===== src/rtl/mips_cpu_divider_if.sv =====
// Handshake and operand/result bundle between the MIPS control unit and
// the iterative HI/LO divider.
interface mips_cpu_divider_if;
    logic        start;
    logic        sign;
    logic [31:0] dividend;
    logic [31:0] divisor;
    logic [31:0] quotient;
    logic [31:0] remainder;
    logic        busy;
    logic        done;

    // Control unit side: issues requests, consumes results.
    modport master (
        output start, sign, dividend, divisor,
        input  quotient, remainder, busy, done
    );

    // Divider side: accepts requests, produces results.
    modport slave (
        input  start, sign, dividend, divisor,
        output quotient, remainder, busy, done
    );
endinterface


===== src/rtl/mips_cpu_divider.sv =====
// Iterative 32-bit restoring divider for DIV/DIVU.
// The divider produces one quotient bit per clock. Operands are reduced to
// magnitudes at start. The result signs are fixed up in a final FIX cycle.
module mips_cpu_divider (
    input  logic             clk,
    input  logic             reset,
    mips_cpu_divider_if.slave bus
);

    typedef enum logic [1:0] {
        IDLE = 2'd0,
        RUN  = 2'd1,
        FIX  = 2'd2
    } state_t;

    state_t      state_q, state_d;
    logic [4:0]  cnt_q, cnt_d;
    logic [32:0] rem_q, rem_d;
    logic [31:0] q_q, q_d;
    logic [31:0] dvsr_q, dvsr_d;
    logic        neg_quo_q, neg_quo_d;
    logic        neg_rem_q, neg_rem_d;
    logic        div_zero_q, div_zero_d;
    logic [31:0] quotient_q, quotient_d;
    logic [31:0] remainder_q, remainder_d;
    logic        done_q, done_d;

    logic [33:0] shifted;
    logic [32:0] trial;
    logic        trial_ok;
    logic        dvnd_neg;
    logic        dvsr_neg;

    // The operands are negative only in signed mode with bit 31 set.
    // The shift-subtract step compares the shifted partial remainder
    // with the divisor magnitude.
    always_comb begin
        dvnd_neg = bus.sign & bus.dividend[31];
        dvsr_neg = bus.sign & bus.divisor[31];
        shifted  = {rem_q, q_q[31]};
        trial    = shifted[32:0] - {1'b0, dvsr_q};
        trial_ok = (shifted >= {2'b00, dvsr_q});
    end

    // This block computes the next state and the datapath updates for the IDLE/RUN/FIX sequence.
    always_comb begin
        state_d     = state_q;
        cnt_d       = cnt_q;
        rem_d       = rem_q;
        q_d         = q_q;
        dvsr_d      = dvsr_q;
        neg_quo_d   = neg_quo_q;
        neg_rem_d   = neg_rem_q;
        div_zero_d  = div_zero_q;
        quotient_d  = quotient_q;
        remainder_d = remainder_q;
        done_d      = 1'b0;

        unique case (state_q)
            IDLE: begin
                if (bus.start) begin
                    q_d        = dvnd_neg ? (32'd0 - bus.dividend) : bus.dividend;
                    dvsr_d     = dvsr_neg ? (32'd0 - bus.divisor) : bus.divisor;
                    neg_quo_d  = bus.sign & (bus.dividend[31] ^ bus.divisor[31]);
                    neg_rem_d  = dvnd_neg;
                    div_zero_d = (bus.divisor == 32'd0);
                    rem_d      = 33'd0;
                    cnt_d      = 5'd0;
                    state_d    = RUN;
                end
            end

            RUN: begin
                if (trial_ok) begin
                    rem_d = trial;
                    q_d   = {q_q[30:0], 1'b1};
                end else begin
                    rem_d = shifted[32:0];
                    q_d   = {q_q[30:0], 1'b0};
                end
                cnt_d = cnt_q + 5'd1;
                if (cnt_q == 5'd31) begin
                    state_d = FIX;
                end
            end

            FIX: begin
                // Divide by zero returns all ones regardless of the sign.
                // The remainder path already reproduces the dividend.
                if (div_zero_q) begin
                    quotient_d = 32'hFFFF_FFFF;
                end else begin
                    quotient_d = neg_quo_q ? (32'd0 - q_q) : q_q;
                end
                remainder_d = neg_rem_q ? (32'd0 - rem_q[31:0]) : rem_q[31:0];
                done_d      = 1'b1;
                state_d     = IDLE;
            end

            default: begin
                state_d = IDLE;
            end
        endcase
    end

    // This block holds the state and datapath registers. Reset clears the
    // results and aborts any division in flight.
    always_ff @(posedge clk or posedge reset) begin
        if (reset) begin
            state_q     <= IDLE;
            cnt_q       <= 5'd0;
            rem_q       <= 33'd0;
            q_q         <= 32'd0;
            dvsr_q      <= 32'd0;
            neg_quo_q   <= 1'b0;
            neg_rem_q   <= 1'b0;
            div_zero_q  <= 1'b0;
            quotient_q  <= 32'd0;
            remainder_q <= 32'd0;
            done_q      <= 1'b0;
        end else begin
            state_q     <= state_d;
            cnt_q       <= cnt_d;
            rem_q       <= rem_d;
            q_q         <= q_d;
            dvsr_q      <= dvsr_d;
            neg_quo_q   <= neg_quo_d;
            neg_rem_q   <= neg_rem_d;
            div_zero_q  <= div_zero_d;
            quotient_q  <= quotient_d;
            remainder_q <= remainder_d;
            done_q      <= done_d;
        end
    end

    // This block drives the outputs. busy covers RUN and FIX, so done can only fire while idle.
    always_comb begin
        bus.quotient  = quotient_q;
        bus.remainder = remainder_q;
        bus.busy      = (state_q != IDLE);
        bus.done      = done_q;
    end

endmodule


===== src/flat_wrapper.sv =====
// flat-port wrapper written by rule: the top's interface ports become plain ports
module mips_cpu_divider_flat 
  (clk, reset, bus_start, bus_sign, bus_dividend, bus_divisor, bus_quotient, bus_remainder, bus_busy, bus_done);
  mips_cpu_divider_if bus_i ();
  input  logic clk;
  input  logic reset;
  input wire logic [$bits(bus_i.start)-1:0] bus_start;
  input wire logic [$bits(bus_i.sign)-1:0] bus_sign;
  input wire logic [$bits(bus_i.dividend)-1:0] bus_dividend;
  input wire logic [$bits(bus_i.divisor)-1:0] bus_divisor;
  output wire logic [$bits(bus_i.quotient)-1:0] bus_quotient;
  output wire logic [$bits(bus_i.remainder)-1:0] bus_remainder;
  output wire logic [$bits(bus_i.busy)-1:0] bus_busy;
  output wire logic [$bits(bus_i.done)-1:0] bus_done;
  assign bus_i.start = bus_start;
  assign bus_i.sign = bus_sign;
  assign bus_i.dividend = bus_dividend;
  assign bus_i.divisor = bus_divisor;
  assign bus_quotient = bus_i.quotient;
  assign bus_remainder = bus_i.remainder;
  assign bus_busy = bus_i.busy;
  assign bus_done = bus_i.done;
  mips_cpu_divider u_core (.clk(clk), .reset(reset), .bus(bus_i));
endmodule

===== config.mk =====
export PLATFORM = sky130hd
export DESIGN_NAME = mips_cpu_divider_flat
export DESIGN_NICKNAME = d
export VERILOG_FILES = /design/src/rtl/mips_cpu_divider_if.sv /design/src/rtl/mips_cpu_divider.sv /design/src/flat_wrapper.sv
export SDC_FILE = /design/constraint.sdc
export NUM_CORES = 1
export LEC_CHECK = 0
export CORE_MARGIN = 4
export CORE_UTILIZATION = 52
export DETAILED_ROUTE_END_ITERATION = 8
export MAX_ROUTING_LAYER = met4
export PLACE_DENSITY = 0.75
export SETUP_SLACK_MARGIN = 0.5
export SLEW_MARGIN = 20
export SYNTH_ARGS = -nofsm -noshare
export SYNTH_HDL_FRONTEND = slang
export SYNTH_SLANG_ARGS = --single-unit

===== constraint.sdc =====
create_clock -name clk -period 6.35 [get_ports clk]
set_input_delay 1.5875 -clock clk [delete_from_list [all_inputs] [get_ports clk]]
set_output_delay 1.5875 -clock clk [all_outputs]
set_load 0.01 [all_outputs]

* Word level (Yosys, flattened, before mapping)
Index checks and enable logic that the tools add are counted.
** Storage, ports and cells
- Word-level logic and storage cells :: 51
- Input bits :: 68
- Flip-flop bits (word level) :: 172
- Output and inout port bits :: 66
** Cells by class
- Muxes and demuxes :: 17
- Add/sub/neg operators :: 6
- Reduce and logical (&&, ||, !) cells :: 7
- Magnitude comparators :: 1
- Equality and inequality tests :: 5
- Bitwise logic cells :: 4
** Operator list (number)
- two-way mux 32 bit :: 6
- subtractor 1 x 32 -> 32 bit, first input constant :: 4
- two-way mux 33 bit :: 2
- case mux 33 bit (2 select lines) :: 1
- case mux 32 bit (2 select lines) :: 1
- greater-or-equal comparator 34 x 32 -> 1 bit :: 1
- subtractor 33 x 32 -> 33 bit :: 1
- logical NOT 32 bit :: 1
- case mux 5 bit (2 select lines) :: 1
- AND reduction 2 bit :: 3
- adder 5 x 1 -> 5 bit, second input constant :: 1
- equality test 5 bit, second input constant :: 1
- two-way mux 5 bit :: 1
- two-way mux 2 bit :: 2
- case mux 2 bit (2 select lines) :: 1
- nonzero test 2 bit :: 2
- bitwise AND 1 bit :: 3
- equality test 2 x 1 -> 1 bit, second input constant :: 1
- equality test 2 bit, second input constant :: 1
- logical NOT 2 bit :: 1
- two-way mux 1 bit :: 2
- inequality test 2 x 1 -> 1 bit, second input constant :: 1
- inequality test 2 bit, second input constant :: 1
- bitwise XOR 1 bit :: 1

* Logic depth before layout (Yosys ltp)
- Depth in word-level cells :: 4
- Mapped depth :: 13
- Depth with buffers taken out :: 12

* Least setup slack after synthesis
No wires, ideal clock.
- Kind :: input port to flip-flop
- From :: input port bus_dividend[10]
- To :: register u_core.q_q[29]
- Path slack :: 2.553 ns
- Stages :: 8
- Arrival :: 3.668 ns
- Cells stage by stage :: or4_1 or4_4 nor3_4 nand4_1 or2_2 o41ai_2 xor2_1 o21ai_1
** On the way
- Word-level cells in the longest chain between the ends :: 4
** RTL lines
- from (decl) :: line flat_wrapper.sv:9 : input wire logic [$bits(bus_i.dividend)-1:0] bus_dividend;
- subtractor 1 x 32 -> 32 bit :: line mips_cpu_divider.sv:62 : q_d = dvnd_neg ? (32'd0 - bus.dividend) : bus.dividend;
- two-way mux 32 bit :: line mips_cpu_divider.sv:62
- two-way mux 32 bit :: line mips_cpu_divider.sv:61 : if (bus.start) begin
- case mux 32 bit (2 select lines) :: line mips_cpu_divider.sv:59 : unique case (state_q)
- to (signal assigned) :: line mips_cpu_divider.sv:125 : q_q <= q_d;
- to (decl) :: line mips_cpu_divider.sv:19 : logic [31:0] q_q, q_d;
No other way between the ends. The select of a mux whose other input is x is not followed.
A chain may end at the register's enable or synchronous reset.

* Final worst setup path
- From :: input port bus_dividend[10]
- To :: register u_core.q_q[24]
The elaborated chain is that of the path after synthesis.

==> qor.txt <==
Outcome - complete, no violations
Max_slew headroom - 34.3%
Leakage - 5.59 nW
Post-route core utilization - 63.0%
CP Max Fanout - 5
WP data required - 6.63 ns
Initial Util - 53.2%
Max Transition Viols Final - 0
Final hold vios - 0
Core Region - 0.0211 mm2
Min Tclk post-route - 4.09 ns
Critical path capture point type - register
Yosys reg bits - 172
Final net count - 1519
CTS hold repair buffers - 0
Critical path arrival - 4.37 ns
Yosys warnings - 0
Dpl cell area - 0.0127 mm2
HP Class - register to register
Dpl hpwl - 21700 um
Die Width - 155 um
Largest net degree at the start of global routing - 134
F_max - 0.245 GHz
ANT cells - 0
Residual DRC count - 0
Final setup fails - 0
Clock transition at path regs - 0.07 ns
Tcrit/Tclk final - 64.4%
Synth area leaders - dfrtp_1 (38%), o21ai_0 (6.5%), xor2_1 (6.5%), nand3_1 (4.7%), xnor2_1 (4.7%)
Crit Path Class - primary input to register
Slew @ Worst Pin - 0.982 ns
Setup TNS Final - 0 ns
Post-cts sizing count - 0
Clock Skew - 0.0101 ns
Synth Cell Area - 0.0112 mm2
Post-Syn Nets - 1439
Area growth syn-to-layout - 18.5%
Vias - 9968
Vert. Die Dim - 155 um
Post-synthesis async set-or-reset flop share - 100%
CP startpoint kind - primary input
Die area - 0.0240 mm2
1st-iter DRT viols - 822
# port buffers - 133
Synthesized instance count - 1332
Initial antenna violation count - 0
Post-synth EDFFs - 0
Global-route wire length before repair - 47900 um
Avg Synthesized Cell Area - 8.42 um2
Total GRT Usage - 25.1%
GRT overflow - 0
Root Driver - clkbuf_16
Clock buffer depth - 2
I/O Pins - 134
RSZ-0062 raised after global routing - false
Max-cap violations - 0
Final ANT Viol Nets - 0
Post-synthesis sequential area ratio - 38.4%
Peak VDD IR - 0.000334 V
DRT Wirelength - 29200 um
PD cells - 543 mW/mm2
Placer congestion estimate - 0.956
Yosys top cell by area - dfrtp_1
Count of cell types in the netlist - 70
Top_reg_cell synth - dfrtp_1
Clock Latency Late Sink - 0.44 ns
Rows - 53
Top-area cell type share of the netlist area - 38.4%
Drt pass-1 iters - 6
CTS Buf Count - 17
Vias/cell - 5.86
Clock sinks - 172
H-tree levels - 4
Layout Cell Area excl Fill - 0.0133 mm2
CTS tree - done
Avg WL per Cell - 17.2 um
Layout cells sized above 1 - 4.77%
Number of global-route vias before repair - 9125
Post-CTS setup buffer count - 0
Yosys cell counts, drive strengths merged, types with 9 or more instances:
cell	instances
a22oi	28
nand3	106
or4	9
a21oi	84
nor2	88
dfrtp	172
a21o	16
or3	21
nor4	12
nand2	138
inv	54
xor2	83
buf	14
xnor2	60
nor3	24
o21ai	155
o31ai	24
ha	38
clkbuf	64
nand2b	12
o41ai	12
a31oi	13
routing by layer:
layer,share of wire (%),global-route usage [%]
met1,50,37.8
met2,43,36.7
met3,5.9,2.85
met4,1.4,5.89
met5,0,-
critical path, cell delays in order:
cell and delay (ns):
clkdlybuf4s50_1 0.46, or4_1 0.60, or4_4 0.47, nor3_1 0.48, a21oi_1 0.25, a21oi_1 0.24, xor2_1 0.19, o21ai_0 0.09
stage by stage:
stage,total power [mW],std cells,hold WS [ns],setup slack [ns]
after floorplan,5.07,1332,0.449,2.55
after global placement,6.02,1668,0.458,1.93
after detailed placement,6.10,1668,0.470,1.82
after CTS,7.19,1700,0.486,2.28
after global routing,7.82,1700,0.497,2.06
final,7.21,1700,0.481,2.26
cell usage in the layout (no fill, tap or decap), types with 7 or more instances in the layout:
| cell | count |
|---|---|
| clkinv_8 | 7 |
| a21o_1 | 16 |
| xnor2_1 | 60 |
| o41ai_1 | 11 |
| nand2_1 | 137 |
| o21ai_0 | 146 |
| and3_1 | 7 |
| a22oi_1 | 28 |
| ha_1 | 38 |
| a21oi_1 | 83 |
| clkbuf_16 | 17 |
| inv_1 | 53 |
| nor3_1 | 23 |
| nand3_1 | 106 |
| nor2_1 | 87 |
| clkdlybuf4s50_1 | 133 |
| nor4_1 | 12 |
| nand2b_1 | 9 |
| nor2b_1 | 7 |
| dfrtp_1 | 172 |
| nand4_1 | 8 |
| o21ai_1 | 8 |
| a31oi_1 | 13 |
| or3_1 | 17 |
| o31ai_1 | 24 |
| o21a_1 | 7 |
| xor2_1 | 83 |
final timing paths:
check / cells after the start / slack, ns / endpoint / from
worst min-delay path: 2 / 0.48 / u_core.bus.remainder[10] / u_core.bus.remainder[10]
worst max-delay path: 8 / 2.26 / u_core.q_q[24] / bus_dividend[10]
min in group asynchronous: 2 / 1.67 / u_core.q_q[5] / reset
worst max register to register: 12 / 2.26 / u_core.rem_q[28] / u_core.q_q[31]
max in group asynchronous: 3 / 3.51 / u_core.bus.quotient[24] / reset
worst min register to register: 2 / 0.48 / u_core.bus.remainder[10] / u_core.bus.remainder[10]
state kept, by name, summed over array words and instances (netlist names):
signal                count
u_core.dvsr_q            32
u_core.bus.quotient      32
u_core.q_q               32
u_core.bus.remainder     32
u_core.rem_q             33
u_core.cnt_q              5
u_core.bus.done           1
u_core.div_zero_q         1
u_core.state_q            2
u_core.neg_rem_q          1
u_core.neg_quo_q          1
cells by family (layout without fill, tap and decap cells):
kind of cell	count (synthesis)	count (layout)	share of synthesized area [%]
multiplexers	6	6	0.547
XOR/XNOR	143	143	11.2
AO/OA/AOI/OAI	386	386	21.5
flip-flops	172	172	38.4
adder cells (fa/ha/maj)	39	39	4.42
AND/OR/NAND/NOR	454	454	19.5
buffers and inverters	132	225	4.50
power by group:
part	internal, mW	switching [mW]
combinational	1.77	2.28
sequential	1.52	0.582
clock	0.537	0.521
final cells by class:
class	instances	area [um2]
Fill cell	1848	7800
Multi-Input combinational cell	1028	6430
Sequential cell	172	4300
Timing Repair Buffer	139	1390
Clock buffer	17	425
Tap cell	275	344
Inverter	54	206
Clock inverter	15	190
Power figures use the tool's default switching activity.
